## src/rtl/spi_master_ctl.sv

```systemverilog
// SPI mode-0 master: shifts DATA_W-bit words out MSB-first on mosi inside one cs_n frame
// and captures the word returned on miso.
module spi_master_ctl #(
   parameter int unsigned DATA_W   = 16,
   parameter int unsigned CLK_DIV  = 4,
   parameter int unsigned CS_SETUP = 2,
   parameter int unsigned CS_HOLD  = 2,
   parameter int unsigned CS_GAP   = 2
) (
   input  logic              clk,
   input  logic              rst_n,
   input  logic [DATA_W-1:0] tx_data_i,
   input  logic              tx_valid_i,
   output logic              tx_ready_o,
   output logic [DATA_W-1:0] rx_data_o,
   output logic              rx_valid_o,
   output logic              busy_o,
   output logic              sck_o,
   output logic              cs_n_o,
   output logic              mosi_o,
   input  logic              miso_i
);

   localparam int unsigned DIV_W    = (CLK_DIV > 1) ? $clog2(CLK_DIV) : 1;
   localparam int unsigned BIT_W    = $clog2(DATA_W) + 1;
   localparam int unsigned WAIT_MAX = (CS_SETUP > CS_HOLD) ?
                                      ((CS_SETUP > CS_GAP) ? CS_SETUP : CS_GAP) :
                                      ((CS_HOLD > CS_GAP) ? CS_HOLD : CS_GAP);
   localparam int unsigned WAIT_W   = $clog2(WAIT_MAX + 1);

   typedef enum logic [2:0] {
      ST_IDLE,
      ST_SETUP,
      ST_XFER,
      ST_HOLD,
      ST_GAP
   } state_e;

   state_e              state_q, state_d;
   logic [DIV_W-1:0]    div_cnt_q, div_cnt_d;
   logic [BIT_W-1:0]    bit_cnt_q, bit_cnt_d;
   logic [WAIT_W-1:0]   wait_cnt_q, wait_cnt_d;
   logic [DATA_W-1:0]   tx_sh_q, tx_sh_d;
   logic [DATA_W-1:0]   rx_sh_q, rx_sh_d;
   logic [DATA_W-1:0]   rx_data_q, rx_data_d;
   logic                rx_valid_q, rx_valid_d;
   logic                sck_q, sck_d;
   logic                cs_n_q, cs_n_d;
   logic                tx_ready_q, tx_ready_d;
   logic                busy_q, busy_d;

   always_ff @(posedge clk or negedge rst_n) begin
      if (!rst_n) begin
         state_q    <= ST_IDLE;
         div_cnt_q  <= '0;
         bit_cnt_q  <= '0;
         wait_cnt_q <= '0;
         tx_sh_q    <= '0;
         rx_sh_q    <= '0;
         rx_data_q  <= '0;
         rx_valid_q <= 1'b0;
         sck_q      <= 1'b0;
         cs_n_q     <= 1'b1;
         tx_ready_q <= 1'b1;
         busy_q     <= 1'b0;
      end else begin
         state_q    <= state_d;
         div_cnt_q  <= div_cnt_d;
         bit_cnt_q  <= bit_cnt_d;
         wait_cnt_q <= wait_cnt_d;
         tx_sh_q    <= tx_sh_d;
         rx_sh_q    <= rx_sh_d;
         rx_data_q  <= rx_data_d;
         rx_valid_q <= rx_valid_d;
         sck_q      <= sck_d;
         cs_n_q     <= cs_n_d;
         tx_ready_q <= tx_ready_d;
         busy_q     <= busy_d;
      end
   end

   // Frame sequencing; mosi is the MSB of the transmit shift register.
   always_comb begin
      state_d    = state_q;
      div_cnt_d  = div_cnt_q;
      bit_cnt_d  = bit_cnt_q;
      wait_cnt_d = wait_cnt_q;
      tx_sh_d    = tx_sh_q;
      rx_sh_d    = rx_sh_q;
      rx_data_d  = rx_data_q;
      rx_valid_d = 1'b0;
      sck_d      = sck_q;
      cs_n_d     = cs_n_q;

      case (state_q)
         ST_IDLE: begin
            if (tx_valid_i && tx_ready_q) begin
               tx_sh_d    = tx_data_i;
               rx_sh_d    = '0;
               cs_n_d     = 1'b0;
               wait_cnt_d = '0;
               state_d    = ST_SETUP;
            end
         end
         ST_SETUP: begin
            if (wait_cnt_q == WAIT_W'(CS_SETUP - 1)) begin
               wait_cnt_d = '0;
               div_cnt_d  = '0;
               bit_cnt_d  = '0;
               sck_d      = 1'b1;
               state_d    = ST_XFER;
            end else begin
               wait_cnt_d = wait_cnt_q + WAIT_W'(1);
            end
         end
         ST_XFER: begin
            if (div_cnt_q == DIV_W'(CLK_DIV - 1)) begin
               div_cnt_d = '0;
               if (sck_q) begin
                  // Falling edge: capture miso, advance mosi except after the last bit.
                  sck_d     = 1'b0;
                  rx_sh_d   = {rx_sh_q[DATA_W-2:0], miso_i};
                  bit_cnt_d = bit_cnt_q + BIT_W'(1);
                  if (bit_cnt_q != BIT_W'(DATA_W - 1)) begin
                     tx_sh_d = {tx_sh_q[DATA_W-2:0], 1'b0};
                  end
               end else if (bit_cnt_q == BIT_W'(DATA_W)) begin
                  wait_cnt_d = '0;
                  state_d    = ST_HOLD;
               end else begin
                  sck_d = 1'b1;
               end
            end else begin
               div_cnt_d = div_cnt_q + DIV_W'(1);
            end
         end
         ST_HOLD: begin
            if (wait_cnt_q == WAIT_W'(CS_HOLD - 1)) begin
               wait_cnt_d = '0;
               cs_n_d     = 1'b1;
               tx_sh_d    = '0;
               rx_data_d  = rx_sh_q;
               rx_valid_d = 1'b1;
               state_d    = ST_GAP;
            end else begin
               wait_cnt_d = wait_cnt_q + WAIT_W'(1);
            end
         end
         ST_GAP: begin
            if (wait_cnt_q == WAIT_W'(CS_GAP - 1)) begin
               wait_cnt_d = '0;
               state_d    = ST_IDLE;
            end else begin
               wait_cnt_d = wait_cnt_q + WAIT_W'(1);
            end
         end
         default: begin
            state_d = ST_IDLE;
         end
      endcase

      tx_ready_d = (state_d == ST_IDLE);
      busy_d     = (state_d != ST_IDLE);
   end

   assign tx_ready_o = tx_ready_q;
   assign busy_o     = busy_q;
   assign rx_data_o  = rx_data_q;
   assign rx_valid_o = rx_valid_q;
   assign sck_o      = sck_q;
   assign cs_n_o     = cs_n_q;
   assign mosi_o     = tx_sh_q[DATA_W-1];

endmodule

```

## config.mk

```make
export PLATFORM = sky130hd
export DESIGN_NAME = spi_master_ctl
export DESIGN_NICKNAME = d
export VERILOG_FILES = /design/src/rtl/spi_master_ctl.sv
export SDC_FILE = /design/constraint.sdc
export NUM_CORES = 1
export LEC_CHECK = 0
export ABC_AREA = 1
export ABC_CLOCK_PERIOD_IN_PS = 1600
export BUFFER_PORTS_ARGS = -buffer_cell sky130_fd_sc_hd__buf_2
export CORE_MARGIN = 3
export CORE_UTILIZATION = 35
export CTS_CLUSTER_SIZE = 10
export DETAILED_ROUTE_END_ITERATION = 8
export GPL_TIMING_DRIVEN = 0
export REMOVE_ABC_BUFFERS = 1
export SYNTH_ARGS = -nofsm -noshare
export SYNTH_HDL_FRONTEND = slang
export SYNTH_SLANG_ARGS = --single-unit
```

## constraint.sdc

```tcl
create_clock -name clk -period 1.6 [get_ports clk]
set_input_delay 0.24 -clock clk [delete_from_list [all_inputs] [get_ports clk]]
set_output_delay 0.24 -clock clk [all_outputs]
set_load 0.02 [all_outputs]
```

# Yosys cells after proc, flatten, opt, wreduce, memory -nomap -nowiden
# Cells that the tools add are included.
dict set report classes {
  addsub 3
  n_mul 0
  div 0
  magnitude_cmp 0
  eq_ne 16
  n_shift 0
  n_mux 40
  bitwise 0
  n_reduce_logical 18
}
# op n
set ops {}
lappend ops {{16-bit two-way mux} 8}
lappend ops {{16-bit one-hot mux with 3 select lines} 1}
lappend ops {{16-bit one-hot mux with 2 select lines} 1}
lappend ops {{3-bit two-way mux} 7}
lappend ops {{2-bit inequality test (second input constant)} 8}
lappend ops {{5-bit two-way mux} 3}
lappend ops {{3-bit one-hot mux with 5 select lines} 1}
lappend ops {{2-bit two-way mux} 7}
lappend ops {{5-bit one-hot mux with 2 select lines} 1}
lappend ops {{3-bit nonzero test} 3}
lappend ops {{4-bit AND reduction} 2}
lappend ops {{1-bit two-way mux} 7}
lappend ops {{3-bit by 2-bit equality test with 1-bit output (second input constant)} 2}
lappend ops {{3-bit zero test} 2}
lappend ops {{2-bit one-hot mux with 3 select lines} 1}
lappend ops {{3-bit AND reduction} 2}
lappend ops {{6-bit AND reduction} 1}
lappend ops {{2-bit nonzero test} 3}
lappend ops {{5-bit by 1-bit adder with 5-bit output (second input constant)} 1}
lappend ops {{5-bit equality test (second input constant)} 1}
lappend ops {{5-bit by 4-bit inequality test with 1-bit output (second input constant)} 1}
lappend ops {{5-bit AND reduction} 1}
lappend ops {{2-bit by 1-bit adder with 2-bit output (second input constant)} 2}
lappend ops {{1-bit one-hot mux with 2 select lines} 2}
lappend ops {{other kinds (8)} 9}
dict set report word_totals {
  regBits 65
  latchBits 0
  ram_bits 0
  rom_bits 0
  out_inout_bits 22
  elab_cells 89
  mem_count 0
}

# Longest topological paths before layout
dict set report depth {
  word_depth 6
  mapped_depth 10
  ltp_nobuf 10
}

# Least setup slack after synthesis
# Ideal clock, no wire load.
dict set report synth_timing {
  path_kind {register to register}
  startpoint {register bit_cnt_q[0]}
  endpoint {register tx_sh_q[10]}
  setup_time_ps 65
  arrival_ps 1512
  slack_ps 23
  stages_incl_launch_ff 10
  n_path_buf 1
  period_less_slack_ps 1577
  path_cell_list {dfrtp_1 ha_1 and3_1 ha_1 inv_1 a21oi_4 inv_2 buf_2 nand3_1 nand2_1}
}
dict set report synth_between {
  elab_chain_len 3
}
# item line_no
set synth_rtl {}
lappend synth_rtl {{from (decl)} 41} ;# logic [BIT_W-1:0] bit_cnt_q, bit_cnt_d;
lappend synth_rtl {{from (signal assigned)} 69} ;# bit_cnt_q <= bit_cnt_d;
lappend synth_rtl {{5-bit by 4-bit inequality test with 1-bit output} 124} ;# if (bit_cnt_q != BIT_W'(DATA_W - 1)) begin
lappend synth_rtl {{2-bit inequality test (no line)} n/a}
lappend synth_rtl {{6-bit AND reduction (no line)} n/a}
lappend synth_rtl {{to (signal assigned)} 71} ;# tx_sh_q <= tx_sh_d;
lappend synth_rtl {{to (decl)} 43} ;# logic [DATA_W-1:0] tx_sh_q, tx_sh_d;
# No other way between the ends.
# A chain may end at the register's enable or synchronous reset.

# Final worst setup path
dict set report layout_timing {
  startpoint {register bit_cnt_q[1]}
  endpoint {register tx_sh_q[3]}
}
# The elaborated chain is that of the path after synthesis.

==> impl_metrics.tcl <==
set metrics [dict create \
    antenna_found_initial 0 \
    nNetsFinal 448 \
    first_iter_violations 118 \
    drt_pre_antenna_iters 4 \
    yosysTopAreaCellShare_pct 50.8 \
    outcome "finished with violations" \
    slew_headroom_pct 44.2 \
    critical_path_class "reg -> reg" \
    final_common_cell "nand2_1" \
    crit_slowest_cell "dfrtp_1" \
    grt_usage_pct 15.0 \
    period_share_pct 96.8 \
    max_freq_ghz 0.645 \
    place_congestion 0.837 \
    layout_min_cycle_time_ps 1550 \
    required_ps 1820 \
    final_cells 534 \
    cp-end-kind "flip-flop" \
    drv_slew 0 \
    clk_pin_slew_worst_paths_ps 80 \
    synth_area_sq_um 3100 \
    wl_per_cell_um 13.2 \
    cts_max_level 3 \
    hpwl_mm 4.21 \
    grt_max_degree 66 \
    place_inst 506 \
    max_cap_viol_count 0 \
    syn2layout_area_growth_pct 22.3 \
    numCtsBuffers 9 \
    cellInternalPower_w 0.00256 \
    grt_pass1_wl_mm 12.2 \
    ant_nets 0 \
    leakage_nw 2.02 \
    synth_area_leaders "dfrtp_1 51%, nand2_1 14%, o21ai_0 6.9%" \
    ios 42 \
    arrival_ps 1770 \
    vias 2537 \
    avgSynthCellArea_sq_um 8.32 \
    grt_setup_unrepaired "yes" \
    seqPwrFrac_pct 50.1 \
    core_area_sq_um 8420 \
    slowest_delay_ps 370 \
    powerDensity_nw_per_um2 871 \
    crit_path_cell_trace "ha_2 -> and3_1 -> ha_2 -> inv_2 -> a21oi_4 -> inv_4 -> nand3_1 -> nand2_1" \
    clock_skew_ps 9.53 \
    peakVddDrop_v 0.000565 \
    rows 33 \
    design_area_sq_um 3790 \
    n_antenna_cell 0 \
    place_area_sq_um 3370 \
    path_common_cell "ha_2" \
    netlist-cell-type-count 31 \
    violations "hold timing" \
    critPathBufInv 2 \
    worst-slew-pin-transition_ps 837 \
    hp-class "in -> async" \
    crit_path_max_fanout 16 \
    critPathTopFamily "flip-flops" \
    holdBufCountCts 0 \
    synthCells 373 \
    ys_seq_area_share_pct 52.5 \
    setup_violations 0 \
    die_height_um 100 \
    cts_tree "done" \
    clockBufferDepth 2 \
    synth_warnings 0 \
    cts_root_buffer "clkbuf_8" \
    final_cell_mix "110 x nand2_1, 60 x dfrtp_1, 44 x inv_1, 43 x o21ai_0, 40 x buf_2" \
    synth_largest_area_cell "dfrtp_1" \
    start_util_pct 36.8 \
    swShare_pct 22.4 \
    io_buffers 41 \
    p_comb_share_pct 2.0 \
    hold_viol 5 \
    cts_sinks 65 \
    final.setup.worst_slack_ps 50.6 \
    drive_gt1_share_pct 25.2 \
    clkPwrFrac_pct 47.9 \
    fin_worst_hold_slack_ps -10.6 \
    clk_latency_ps 340 \
    via_per_inst 4.75 \
    route.detailed.drc 0 \
    critPathLaunchType "flip-flop" \
    dieArea_sq_um 10000 \
    die_w_um 100 \
    p_sw_w 0.000738 \
    place_ws_ps -384 \
    grt_pass1_vias 2556 \
    grt_overflow 0 \
    totalWireLength_mm 7.04 \
    synth_seq_cells 65 \
]
## worst reg2reg max path, delay by kind of cell, from the launching register on
kind | cells | cell delay, ps
buf+inv | 2 | 170
compound gates | 1 | 200
simple gates | 3 | 330
fa+ha+maj | 2 | 360
flops | 1 | 370
## cell type report
type                            instances  area, sq um
Sequential cell                        65         1630
Inverter                               54          210
Tap cell                              105          131
Clock buffer                            9          124
Fill cell                             851         4630
Clock inverter                          7          103
Timing Repair Buffer                   51          308
Multi-Input combinational cell        243         1280
## power by group through the flow
stage / clock [W] / sequential, W / combinational (W)
after floorplan: 0 / 0.00169 / 0.00000970
after global placement: 0 / 0.00169 / 0.0000693
after detailed placement: 0 / 0.00169 / 0.0000700
after CTS: 0.00163 / 0.00165 / 0.0000702
after global routing: 0.00170 / 0.00166 / 0.0000783
final: 0.00158 / 0.00165 / 0.0000671
## metal layers
metal | GRT usage [%] | part of all wire (%)
met5 | 0 | 0
met4 | 3.73 | 0.28
met3 | 4.79 | 5.4
met2 | 22.5 | 46
met1 | 21.0 | 49
## metrics by stage
stage / power [W] / hold slack [ps] / util, % / setup TNS [ps]
3_3_place_gp: 0.00176 / 458 / 39.9 / -12910
3_5_place_dp: 0.00176 / 403 / 40.0 / -12670
2_1_floorplan: 0.00170 / -55.6 / - / -330
5_1_grt: 0.00343 / 32.1 / 45.0 / -173
6_report: 0.00330 / -10.6 / 45.0 / 0
4_1_cts: 0.00335 / 19.1 / 43.9 / 0
## kinds of logic after synthesis
logic type | share of synthesized area [%]
simple gates | 23.4
flops | 52.5
compound gates | 13.0
fa+ha+maj | 1.61
xor+xnor | 0.565
buf+inv | 8.91
## cells in the mapped netlist (all sizes together)
cell      n
and3      1
nand3    28
inv      54
dfrtp    63
o31ai     1
nor2     16
o21ai    47
buf       8
a21boi    1
o21bai   16
ha        4
nand4     3
nand2   117
o211ai    1
nor3      1
or2       1
clkbuf    5
xnor2     1
xor2      1
dfstp     2
a21oi     2
## final timing paths
check / startpoint / endpoint / slack, ps / cells after the start
min: rst_n / busy_o$_DFF_PN0_ / -10 / 1
min in group clk: miso_i / rx_sh_q[0]$_DFFE_PN0P_ / 170 / 3
min reg2reg: rx_sh_q[15]$_DFFE_PN0P_ / rx_data_o[15]$_DFFE_PN0P_ / 480 / 2
max: bit_cnt_q[1]$_DFFE_PN0P_ / tx_sh_q[3]$_DFFE_PN0P_ / 50 / 8
max reg2reg: bit_cnt_q[1]$_DFFE_PN0P_ / tx_sh_q[3]$_DFFE_PN0P_ / 50 / 8
max in group asynchronous: rst_n / state_q[1]$_DFF_PN0_ / 1030 / 1
## flip-flops by register name (all words and copies together), names as in the netlist
| name | count |
|---|---|
| rx_sh_q | 16 |
| rx_valid_o | 1 |
| div_cnt_q | 2 |
| sck_o | 1 |
| rx_data_o | 16 |
| busy_o | 1 |
| bit_cnt_q | 5 |
| tx_sh_q | 16 |
| tx_ready_o | 1 |
| cs_n_o | 1 |
| state_q | 3 |
| wait_cnt_q | 2 |
## repair_timing
| item | 4_1_cts | 5_1_grt |
|---|---|---|
| endpoints found under the hold margin | 0 | 0 |
| gates resized for setup | 11 | 21 |
| endpoints found under the setup margin | 58 | 51 |
| buffers inserted | 7 | 3 |
| cloned | 1 | 1 |
| pin swaps | 3 | 9 |
(Power assumes the default switching activity.)
